<file path="config.mk">
export PLATFORM = sky130hd
export DESIGN_NAME = dmem_dma
export DESIGN_NICKNAME = d
export VERILOG_FILES = /design/src/rtl/dmem_dma_pkg.sv /design/src/rtl/dmem_dma.sv
export SDC_FILE = /design/constraint.sdc
export NUM_CORES = 1
export LEC_CHECK = 0
export ABC_AREA = 1
export CORE_ASPECT_RATIO = 1.2
export CORE_UTILIZATION = 47
export CTS_CLUSTER_DIAMETER = 80
export CTS_CLUSTER_SIZE = 40
export DETAILED_ROUTE_END_ITERATION = 10
export PLACE_DENSITY = 0.83
export SLEW_MARGIN = 15
export SYNTH_ARGS = -nofsm -noshare
export SYNTH_HDL_FRONTEND = slang
export SYNTH_SLANG_ARGS = --single-unit
</file>
<file path="constraint.sdc">
create_clock -name clk -period 2.5 [get_ports clk]
set_clock_uncertainty 0.1 [all_clocks]
set_input_delay 0.5 -clock clk [delete_from_list [all_inputs] [get_ports clk]]
set_output_delay 0.5 -clock clk [all_outputs]
set_load 0.01 [all_outputs]
</file>
<file path="src/rtl/dmem_dma_pkg.sv">
// dmem_dma_pkg: shared defaults and FSM state type for the dmem_dma block
package dmem_dma_pkg;
    localparam int DMEM_DATA_W = 32;
    localparam int DMEM_DEPTH  = 32;
    localparam int DMEM_ADDR_W = 5;
    typedef enum logic [2:0] {IDLE, READ, WRITE, DONE, ERR} state_t;
endpackage

</file>
<file path="src/rtl/dmem_dma.sv">
// dmem_dma: word copy/fill DMA engine mastering a data memory with combinational reads
//   clk, rst_n (async, active-low)
//   start/mode/src_addr/dst_addr/len/fill_value : transfer request, latched in IDLE
//   busy/done/err                               : status (done, err are one-cycle pulses)
//   mem_read/mem_write/mem_address/mem_write_data/mem_read_data : memory master port
module dmem_dma import dmem_dma_pkg::*; #(
    parameter int DATA_W = DMEM_DATA_W,
    parameter int DEPTH  = DMEM_DEPTH,
    parameter int ADDR_W = DMEM_ADDR_W
) (
    input  logic              clk,
    input  logic              rst_n,
    input  logic              start,
    input  logic              mode,
    input  logic [ADDR_W-1:0] src_addr,
    input  logic [ADDR_W-1:0] dst_addr,
    input  logic [ADDR_W:0]   len,
    input  logic [DATA_W-1:0] fill_value,
    output logic              busy,
    output logic              done,
    output logic              err,
    output logic              mem_read,
    output logic              mem_write,
    output logic [31:0]       mem_address,
    output logic [DATA_W-1:0] mem_write_data,
    input  logic [DATA_W-1:0] mem_read_data
);
    state_t            state;
    logic [ADDR_W-1:0] src, dst;
    logic [ADDR_W:0]   n, i;
    logic              md;
    logic [DATA_W-1:0] fill, data;
    logic [31:0]       rd_a, wr_a;

    always_ff @(posedge clk or negedge rst_n) begin
        if (!rst_n) begin
            state <= IDLE;
            src   <= '0;
            dst   <= '0;
            n     <= '0;
            i     <= '0;
            md    <= 1'b0;
            fill  <= '0;
            data  <= '0;
        end else begin
            case (state)
                IDLE: if (start) begin
                    src   <= src_addr;
                    dst   <= dst_addr;
                    n     <= len;
                    md    <= mode;
                    fill  <= fill_value;
                    i     <= '0;
                    state <= 32'(len) > $unsigned(DEPTH) ? ERR : len == '0 ? DONE : mode ? WRITE : READ;
                end
                READ: begin
                    data  <= mem_read_data;
                    state <= WRITE;
                end
                WRITE: begin
                    i     <= i + 1'b1;
                    state <= i + 1'b1 == n ? DONE : md ? WRITE : READ;
                end
                default: state <= IDLE;
            endcase
        end
    end

    // addresses wrap modulo DEPTH, which need not be a power of two
    assign rd_a           = (32'(src) + 32'(i)) % $unsigned(DEPTH);
    assign wr_a           = (32'(dst) + 32'(i)) % $unsigned(DEPTH);
    assign mem_read       = state == READ;
    assign mem_write      = state == WRITE;
    assign busy           = mem_read | mem_write;
    assign done           = state == DONE;
    assign err            = state == ERR;
    assign mem_address    = mem_read ? rd_a : mem_write ? wr_a : '0;
    assign mem_write_data = mem_write ? (md ? fill : data) : '0;
endmodule

</file>
==> metrics.cfg, run 1 <==
[cells_and_area]
antennaDiodeCount = 0
n_fill_cell = 760
nets = 859
mostFrequentLayoutCells = 328 x nand2_1, 88 x dfrtp_1, 85 x clkdlybuf4s50_1
layout_commonest_cell = nand2_1
syn_to_final_growth_pct = 38.5
design_area_mm2 = 0.00656
final-instance-count-excl-fill = 892
drive_gt1_share_pct = 10.8

[clock_tree]
clkSinkCount = 90
cts_tree = built
postCtsHoldBufs = 0
tritoncts.num_buffers = 9
clkTransAtPathRegs_ps = 70
root_buffer = clkbuf_16
h-tree-depth = 3
clockBufferDepth = 2
clock_latency_ps = 340

[pwr]
p_sw_share_pct = 40.2
power_density_mw_per_mm2 = 1070
p_int_w = 0.00419
pwr-share-seq_pct = 36.2
p_sw_w = 0.00282
pwr-share-clk_pct = 18.6
leakage_nw = 3.73
combinationalPowerShare_pct = 45.1
vdd_ir_drop_max_v = 0.000579

[sta]
max_slew_margin_pct = 50.3
tightestPinTransition_ps = 744
rsz0062_at_grt = yes
finalMaxSlewViolations = 0
hold_viol = 0
min_period_ps = 2760
setup-violations-final = 3
fmax_ghz = 0.362
fin_crit_sh_pct = 111
setup_ws_ps = -265

[yosys]
synth-seq-cells = 90
yosys.area.top_type = dfrtp_1
syn_area_mm2 = 0.00474
syn_avg_cell_area_um2 = 7.58
synth_cell_types = 34
yosys_warnings = 0
netlist.area_leader.share_pct = 47.6
yosys-top-cells-area = dfrtp_1 48%, nand2_1 26%, buf_4 5.1%
synth_seq_area_share_pct = 47.6
synthCells = 625

[place]
place_area_mm2 = 0.00606
port_buffers = 125
dp_cells = 866
place_congestion = 0.878
dp_hpwl_um = 8960
place_ws_ps = -373

[floorplanning]
dieArea_mm2 = 0.0105
die_y_um = 112
placementRows = 39
die_x_um = 93.6
core_mm2 = 0.00966
pin_count = 153
start_util_pct = 49.0

[grt]
grt_pass1_wl_um = 21200
grt-ovfl-total = 0
grt_max_degree = 58
grt_usage_pct = 26.1
grt_pass1_vias = 4572
antenna_found_initial = 0

[critical_path]
slowest_stage = dfrtp_1
worstSetupEndpointType = output pin
cp-start-kind = flip-flop
required_ps = 1900
crit_type = reg -> out
path_max_fanout = 3
cp_data_arrival_time_ps = 2160
critPathBufInv = 2
path_cells = ha_2 > inv_2 > fa_2 > or2_4 > nand2_2 > a21oi_2 > xnor2_1 > nand2_1 > o21ai_1 > buf_2
crit_family = adder cells
crit_path_max_incr_delay_ps = 390

[detailed_routing]
viasPerCell = 5.10
routedWlPerCell_um = 14.7
dr.pass1.iters = 5
wl_um = 13100
num_vias = 4547
drc_errors = 0
antenna_left = 0
dr.first_iter.drc_count = 331

[status]
outcome = finished with violations
violations = negative setup slack

[min_path]
hold_path.class = in -> async

[run]
drv_cap = 0

## power by group through the flow
stage	combinational [W]	clock, W	sequential, W
2_1_floorplan	0.00193	0	0.00245
3_3_place_gp	0.00291	0	0.00250
3_5_place_dp	0.00300	0	0.00254
4_1_cts	0.00313	0.00132	0.00253
5_1_grt	0.00356	0.00138	0.00262
6_report	0.00316	0.00131	0.00254
## final cells by class
cell class	instances	area (um2)	area share [%]
inverters	30	139	2.12
flip-flops and latches	90	2250	34.4
well taps	123	154	2.35
multi-input cells	474	2160	32.9
repair buffers	159	1560	23.8
clock inverters	5	37.5	0.572
clock buffers	11	253	3.85
## sequential cells by signal, indices dropped and copies added, names as in the netlist
signal  cells
fill       32
state       3
dst         5
i           6
md          1
data       32
n           6
src         5
## metal layers
layer  up-vias  global-route usage [%]  part of all wire [%]
met3        30                    3.14                   4.4
met1      2170                    31.8                    40
met4         0                    12.7                   2.8
li1       2167                       -                     -
met5         -                       0                     0
met2       180                    45.4                    53
## through the flow
step           utilization, %  total power (W)  setup TNS [ps]  hold WS [ps]
2_1_floorplan               -          0.00438               0           104
3_3_place_gp             62.7          0.00541            -541           353
3_5_place_dp             62.7          0.00554            -632           358
4_1_cts                  66.8          0.00697           -3500           153
5_1_grt                  67.9          0.00756            -527           192
6_report                 67.9          0.00701            -350           124
## worst paths after layout
path                           from             end  slack, ps  depth (start not counted)
setup / recovery               i[0]  mem_address[4]       -260                         10
min in group clk           data[18]        data[18]        370                          2
setup reg to reg           state[1]        fill[10]        540                          8
max in group asynchronous     rst_n        data[30]       1520                          2
hold reg to reg            data[18]        data[18]        370                          2
hold / removal                rst_n         data[7]        120                          1
## timing repair
action,in CTS,in global routing
pin swaps,6,8
resized for setup,39,39
buffers inserted,7,2
endpoints found under the setup margin,39,31
cloned,1,0
## cells in the mapped netlist
cell type	instances
nand2_1	329
dfrtp_1	90
a21oi_1	37
buf_4	32
inv_1	24
nand3_1	15
o21ai_0	15
clkbuf_1	12
nor2_1	10
ha_1	9
buf_2	8
inv_2	5
buf_6	4
nor3_1	4
xor2_1	4
nand4_1	3
o22ai_1	3
fa_1	2
o21a_1	2
o21bai_1	2
xnor2_1	2
a21o_1	1
a22o_1	1
clkbuf_2	1
clkinv_1	1
conb_1	1
nor2_2	1
nor2_4	1
nor3_2	1
nor3_4	1
nor3b_1	1
o21ai_1	1
o31ai_2	1
or2_2	1
## cell families after synthesis
family / count (synthesis) / share of synthesized area, %
and+or+nand+nor: 367 / 30.5
buffers and inverters: 87 / 10.3
adders and majority gates: 11 / 3.22
AOI/OAI and AO/OA: 63 / 7.24
other: 1 / 0.0792
xor gates and xnor gates: 6 / 1.11
DFF: 90 / 47.6
No activity file was read; power rests on OpenSTA's default activity.
==> run 2: changes to the inputs <==
--- a/config.mk
+++ b/config.mk
@@ -11,7 +11,7 @@
 export CTS_CLUSTER_DIAMETER = 80
 export CTS_CLUSTER_SIZE = 40
 export DETAILED_ROUTE_END_ITERATION = 10
-export PLACE_DENSITY = 0.83
+export PLACE_DENSITY = 0.81
 export SLEW_MARGIN = 15
 export SYNTH_ARGS = -nofsm -noshare
 export SYNTH_HDL_FRONTEND = slang
==> run 2 against run 1 <==
Net effect: the run still ends with negative setup slack left; largest cell class unchanged; power rose by 1.9%; largest power group unchanged; clock power rose by 12%; setup slack improved by 37 ps; sequential power barely moved; global-route usage fell by 0.66 points; count of clock-buffer cells in the layout fell by 1; first-iteration DRC count fell by 29%; via count fell by 0.51%; die area did not move; cell count fell by 0.34%; combinational power fell by 1%; final area fell by 0.80%.
==> metrics.cfg, run 2 (synthesis gave the netlist of run 1 again) <==
[floorplanning]
die_y_um = 112
pin_count = 153
start_util_pct = 49.0
core_mm2 = 0.00966
dieArea_mm2 = 0.0105
die_x_um = 93.6
placementRows = 39

[cells_and_area]
mostFrequentLayoutCells = 328 x nand2_1, 86 x dfrtp_1, 86 x clkdlybuf4s50_1
utilization_pct = 67.3
drive_gt1_share_pct = 10.7
reg.largest.list = data: 32 flops, fill: 32 flops
nets = 856
syn_to_final_growth_pct = 37.4
antennaDiodeCount = 0
layout_commonest_cell = nand2_1

[pwr]
leakage_nw = 3.38
power.total_w = 0.00714
vdd_ir_drop_max_v = 0.000591
power_density_mw_per_mm2 = 1100
p_sw_w = 0.00283
combinationalPowerShare_pct = 43.6
pwr-share-seq_pct = 35.8
p_int_w = 0.00432
pwr-share-clk_pct = 20.6
p_sw_share_pct = 39.6

[detailed_routing]
antenna_left = 0
dr.pass1.iters = 4
dr.first_iter.drc_count = 236
viasPerCell = 5.09
wl_um = 12800
num_vias = 4524
routedWlPerCell_um = 14.4
drc_errors = 0

[critical_path]
rr_startpoint = state[0]
crit_path_max_incr_delay_ps = 420
path_max_fanout = 3
crit_type = reg -> out
r2r_slack_ps = 560
path_cells = ha_4 > inv_2 > fa_2 > or2_4 > nand2_1 > a21oi_1 > xnor2_1 > nand2_1 > o21ai_0 > buf_2
critPathBufInv = 2
reg2reg_to = fill[9]
slowest_stage = dfrtp_2
crit_family = adder cells
r2r_cells = 6
required_ps = 1900
cp-start-kind = flip-flop
path_common_cell = nand2_1
startpoint = i[0]
cp_data_arrival_time_ps = 2130
worstSetupEndpointType = output pin

[grt]
grt-ovfl-total = 0
met2_usage_pct = 45.5
grt_pass1_wl_um = 20700
grt.busiest_layer = met2
grtUsageMet3_pct = 3.96
antenna_found_initial = 0
grt_max_degree = 47
grt_pass1_vias = 4536
use_met1_pct = 29.7
grt_usage_pct = 25.4

[clock_tree]
root_buffer = clkbuf_16
cts_tree = built
clkTransAtPathRegs_ps = 70
clockBufferDepth = 2
postCtsHoldBufs = 0
clkSinkCount = 90
clock_latency_ps = 340
h-tree-depth = 3
tritoncts.num_buffers = 9

[sta]
tightestPinTransition_ps = 744
setup_ws_ps = -228
min_period_ps = 2730
max_slew_margin_pct = 50.3
rsz0062_at_grt = yes
finalMaxSlewViolations = 0
hold_viol = 0
fin_crit_sh_pct = 109
fmax_ghz = 0.367
setup-violations-final = 3

[place]
dp_hpwl_um = 9060
port_buffers = 125
place_congestion = 0.873

[status]
outcome = finished with violations
violations = negative setup slack

[run]
drv_cap = 0

[min_path]
hold_path.class = in -> async

==> run 2: cell types whose count changed in the layout (fill, tap and decap cells not counted), moves of 2 or more <==
| cell | delta |
|---|---|
| dlygate4sd2_1 | +25 |
| ha_2 | -2 |
| dlymetal6s2s_1 | -26 |
| dfrtp_1 | -2 |
| buf_4 | -2 |
| inv_2 | +2 |
| ha_4 | +3 |
| a21oi_2 | -4 |
| dfrtp_2 | +2 |
| a21oi_1 | +4 |
==> run 2: worst reg2reg max path, stage by stage (launching register included) <==
cell and delay, ps:
dfrtp_2 440, nor3_2 290, inv_2 100, nor2_4 270, inv_2 380, nand2_1 180, nand2_1 70
==> run 2: timing repair <==
item,in CTS,in global routing
setup endpoints to repair,38,6
resized for setup,63,14
pin swaps,9,6
setup buffers,2,2
==> run 2: power by group through the flow <==
stage	Combinational, W	Clock, W	Sequential, W
floorplan	0.00193	0	0.00245
global placement	0.00295	0	0.00251
detailed placement	0.00307	0	0.00253
CTS	0.00306	0.00148	0.00253
global route	0.00349	0.00155	0.00264
finish	0.00312	0.00147	0.00256
==> run 2: per-layer routing <==
layer | up-vias | routed length (um) | part of all wire [%]
met3 | 31 | 784 | 6.1
met2 | 195 | 6670 | 52
met1 | 2137 | 4990 | 39
li1 | 2161 | - | -
met5 | - | 0 | 0
met4 | 0 | 369 | 2.9
==> run 2: layout make-up <==
cell class | instances | area, um2
Timing Repair Buffer | 156 | 1460
Clock buffer | 10 | 239
Inverter | 30 | 113
Multi-Input combinational cell | 474 | 2200
Clock inverter | 6 | 88.8
Tap cell | 123 | 154
Sequential cell | 90 | 2260
Fill cell | 772 | 3160
==> run 2: how the worst max path moves through the flow <==
stage	to	slack [ps]	depth (start not counted)
4_1_cts	mem_address[4]	-250	10
5_1_grt	mem_address[4]	-310	9
2_1_floorplan	mem_address[4]	130	8
6_report	mem_address[4]	-230	10
3_3_place_gp	mem_address[4]	-330	10
3_5_place_dp	mem_address[4]	-430	10
==> run 2: per-stage QoR <==
| step | setup TNS [ps] | hold slack (ps) | instance area [um2] | setup WS, ps | std cells |
|---|---|---|---|---|---|
| after floorplan | 0 | 104 | 4830 | 130 | 651 |
| after global placement | -630 | 353 | 6090 | -332 | 869 |
| after detailed placement | -826 | 359 | 6090 | -427 | 869 |
| after CTS | -287 | 91.6 | 6440 | -254 | 887 |
| after global routing | -529 | 113 | 6510 | -307 | 889 |
| final | -327 | 55.3 | 6510 | -228 | 889 |
==> run 3: changes to the inputs <==
--- a/config.mk
+++ b/config.mk
@@ -7,6 +7,7 @@
 export LEC_CHECK = 0
 export ABC_AREA = 1
 export CORE_ASPECT_RATIO = 1.2
+export CORE_MARGIN = 5
 export CORE_UTILIZATION = 47
 export CTS_CLUSTER_DIAMETER = 80
 export CTS_CLUSTER_SIZE = 40
==> run 3 against run 2 <==
Net effect: the flow still finishes with violations (negative setup slack); cell count grew 0.67%; power up 0.97%; via count barely moved; die area grew 16%; first-iteration DRC count down 6.8%; sequential share of layout area decreased by 0.23 points; combinational power is 3% higher; critical endpoint unchanged.
==> metrics.cfg, run 3 (synthesis gave the netlist of run 1 again) <==
[grt]
grt_usage_pct = 23.3
grt_pass1_vias = 4739
grt-ovfl-total = 0
antenna_found_initial = 0
grt_pass1_wl_um = 22300
grt_max_degree = 61

[clock_tree]
clockBufferDepth = 2
clock_latency_ps = 340
h-tree-depth = 3
root_buffer = clkbuf_16
clkSinkCount = 90
cts_tree = built
clkTransAtPathRegs_ps = 70
tritoncts.num_buffers = 9

[cells_and_area]
nets = 859
reg.largest.list = data: 32 flops, fill: 32 flops
syn_to_final_growth_pct = 38.2
design_area_mm2 = 0.00654
layout_commonest_cell = nand2_1
drive_gt1_share_pct = 11.2
mostFrequentLayoutCells = 327 x nand2_1, 88 x dfrtp_1, 84 x clkdlybuf4s50_1
antennaDiodeCount = 0

[critical_path]
cp_data_arrival_time_ps = 2090
r2r_cells = 14
crit_type = reg -> out
startpoint = i[0]
reg2reg_to = state[1]
required_ps = 1900
r2r_slack_ps = 480
path_max_fanout = 3
critPathCapture = mem_address[4]
worstSetupEndpointType = output pin
rr_startpoint = i[0]
cp-start-kind = flip-flop

[detailed_routing]
antenna_left = 0
dr.first_iter.drc_count = 220
dr.pass1.iters = 4
wl_um = 13700
num_vias = 4523
drc_errors = 0
routedWlPerCell_um = 15.4
viasPerCell = 5.05

[sta]
setup_ws_ps = -191
min_period_ps = 2690
setup-violations-final = 3
fin_crit_sh_pct = 108
hold_viol = 0
tightestPinTransition_ps = 722
fmax_ghz = 0.372
max_slew_margin_pct = 51.8
finalMaxSlewViolations = 0
rsz0062_at_grt = yes

[floorplanning]
die_y_um = 120
core_mm2 = 0.00996
die_x_um = 102
dieArea_mm2 = 0.0122
placementRows = 40
start_util_pct = 47.6
pin_count = 153

[pwr]
leakage_nw = 3.41
pwr-share-seq_pct = 35.2
power_density_mw_per_mm2 = 1100
vdd_ir_drop_max_v = 0.000547
combinationalPowerShare_pct = 44.3
p_sw_share_pct = 40.0
pwr-share-clk_pct = 20.5
p_sw_w = 0.00289
p_int_w = 0.00433
power.total_w = 0.00721

[status]
outcome = finished with violations
violations = negative setup slack

[min_path]
hold_path.class = reg -> reg

[place]
dp_hpwl_um = 9560
place_area_mm2 = 0.00608
place_congestion = 0.824
port_buffers = 125

[run]
drv_cap = 0

==> run 3: cell types whose count changed in the layout (fill, tap and decap cells not counted), sizes merged <==
cell,previous run,this run
clkdlybuf4s15,0,1
dlygate4sd2,33,32
clkdlybuf4s50,86,84
dlymetal6s2s,1,2
buf,35,37
clkinvlp,2,3
dlygate4sd3,0,1
==> run 3: repair_timing <==
action / 4_1_cts / 5_1_grt
resized for setup: 69 / 16
setup buffers: 9 / 1
hold endpoints to repair: 21 / 0
endpoints found under the setup margin: 39 / 13
pin swaps: 16 / 8
hold buffers: 1 / 0
==> run 3: final cells by class <==
| class | count | area (um2) |
|---|---|---|
| timing repair buffer | 159 | 1500 |
| tap | 126 | 158 |
| clock buffer | 9 | 225 |
| fill | 822 | 3420 |
| multi-input combinational | 474 | 2190 |
| clock inverter | 7 | 103 |
| inverter | 30 | 115 |
| sequential | 90 | 2250 |
==> run 3: stage by stage <==
stage                     worst slack (ps)  std cells  hold WS (ps)  TNS (ps)  util, %
after CTS                             -258        894           375      -482     65.3
after global placement                -315        868           353      -600     61.0
after detailed placement              -442        868           356      -854     61.0
after global routing                  -269        895           383      -628     65.7
final                                 -191        895           371      -408     65.7
after floorplan                        130        651           104         0        -
==> run 3: power groups by stage <==
stage	Sequential, W	Combinational, W	Clock [W]
6_report	0.00254	0.00320	0.00148
5_1_grt	0.00261	0.00360	0.00156
4_1_cts	0.00253	0.00313	0.00149
3_5_place_dp	0.00253	0.00304	0
3_3_place_gp	0.00250	0.00293	0
2_1_floorplan	0.00245	0.00193	0
==> run 3: how the worst min path moves through the flow <==
stage | startpoint | to | slack (ps) | cells past startpoint
finish | fill[29] | fill[29] | 370 | 2
CTS | data[4] | data[4] | 380 | 2
global placement | rst_n | data[2] | 350 | 1
detailed placement | rst_n | data[2] | 360 | 1
floorplan | rst_n | data[0] | 100 | 0
global route | fill[2] | fill[2] | 380 | 2
==> run 3: routing by layer <==
| metal | GRT usage (%) | wire, um |
|---|---|---|
| met3 | 5.23 | 793 |
| met1 | 26.6 | 5130 |
| met2 | 39.8 | 7270 |
| met5 | 0 | 0 |
| met4 | 12.7 | 557 |
==> run 3: worst max-delay path, stage by stage (launching register included) <==
cell and delay (ps):
dfrtp_1 410, ha_2 210, fa_2 360, nand2_2 90, inv_2 40, o21a_1 170, nor2_2 100, xor2_1 150
o21ai_1 70, buf_2 140
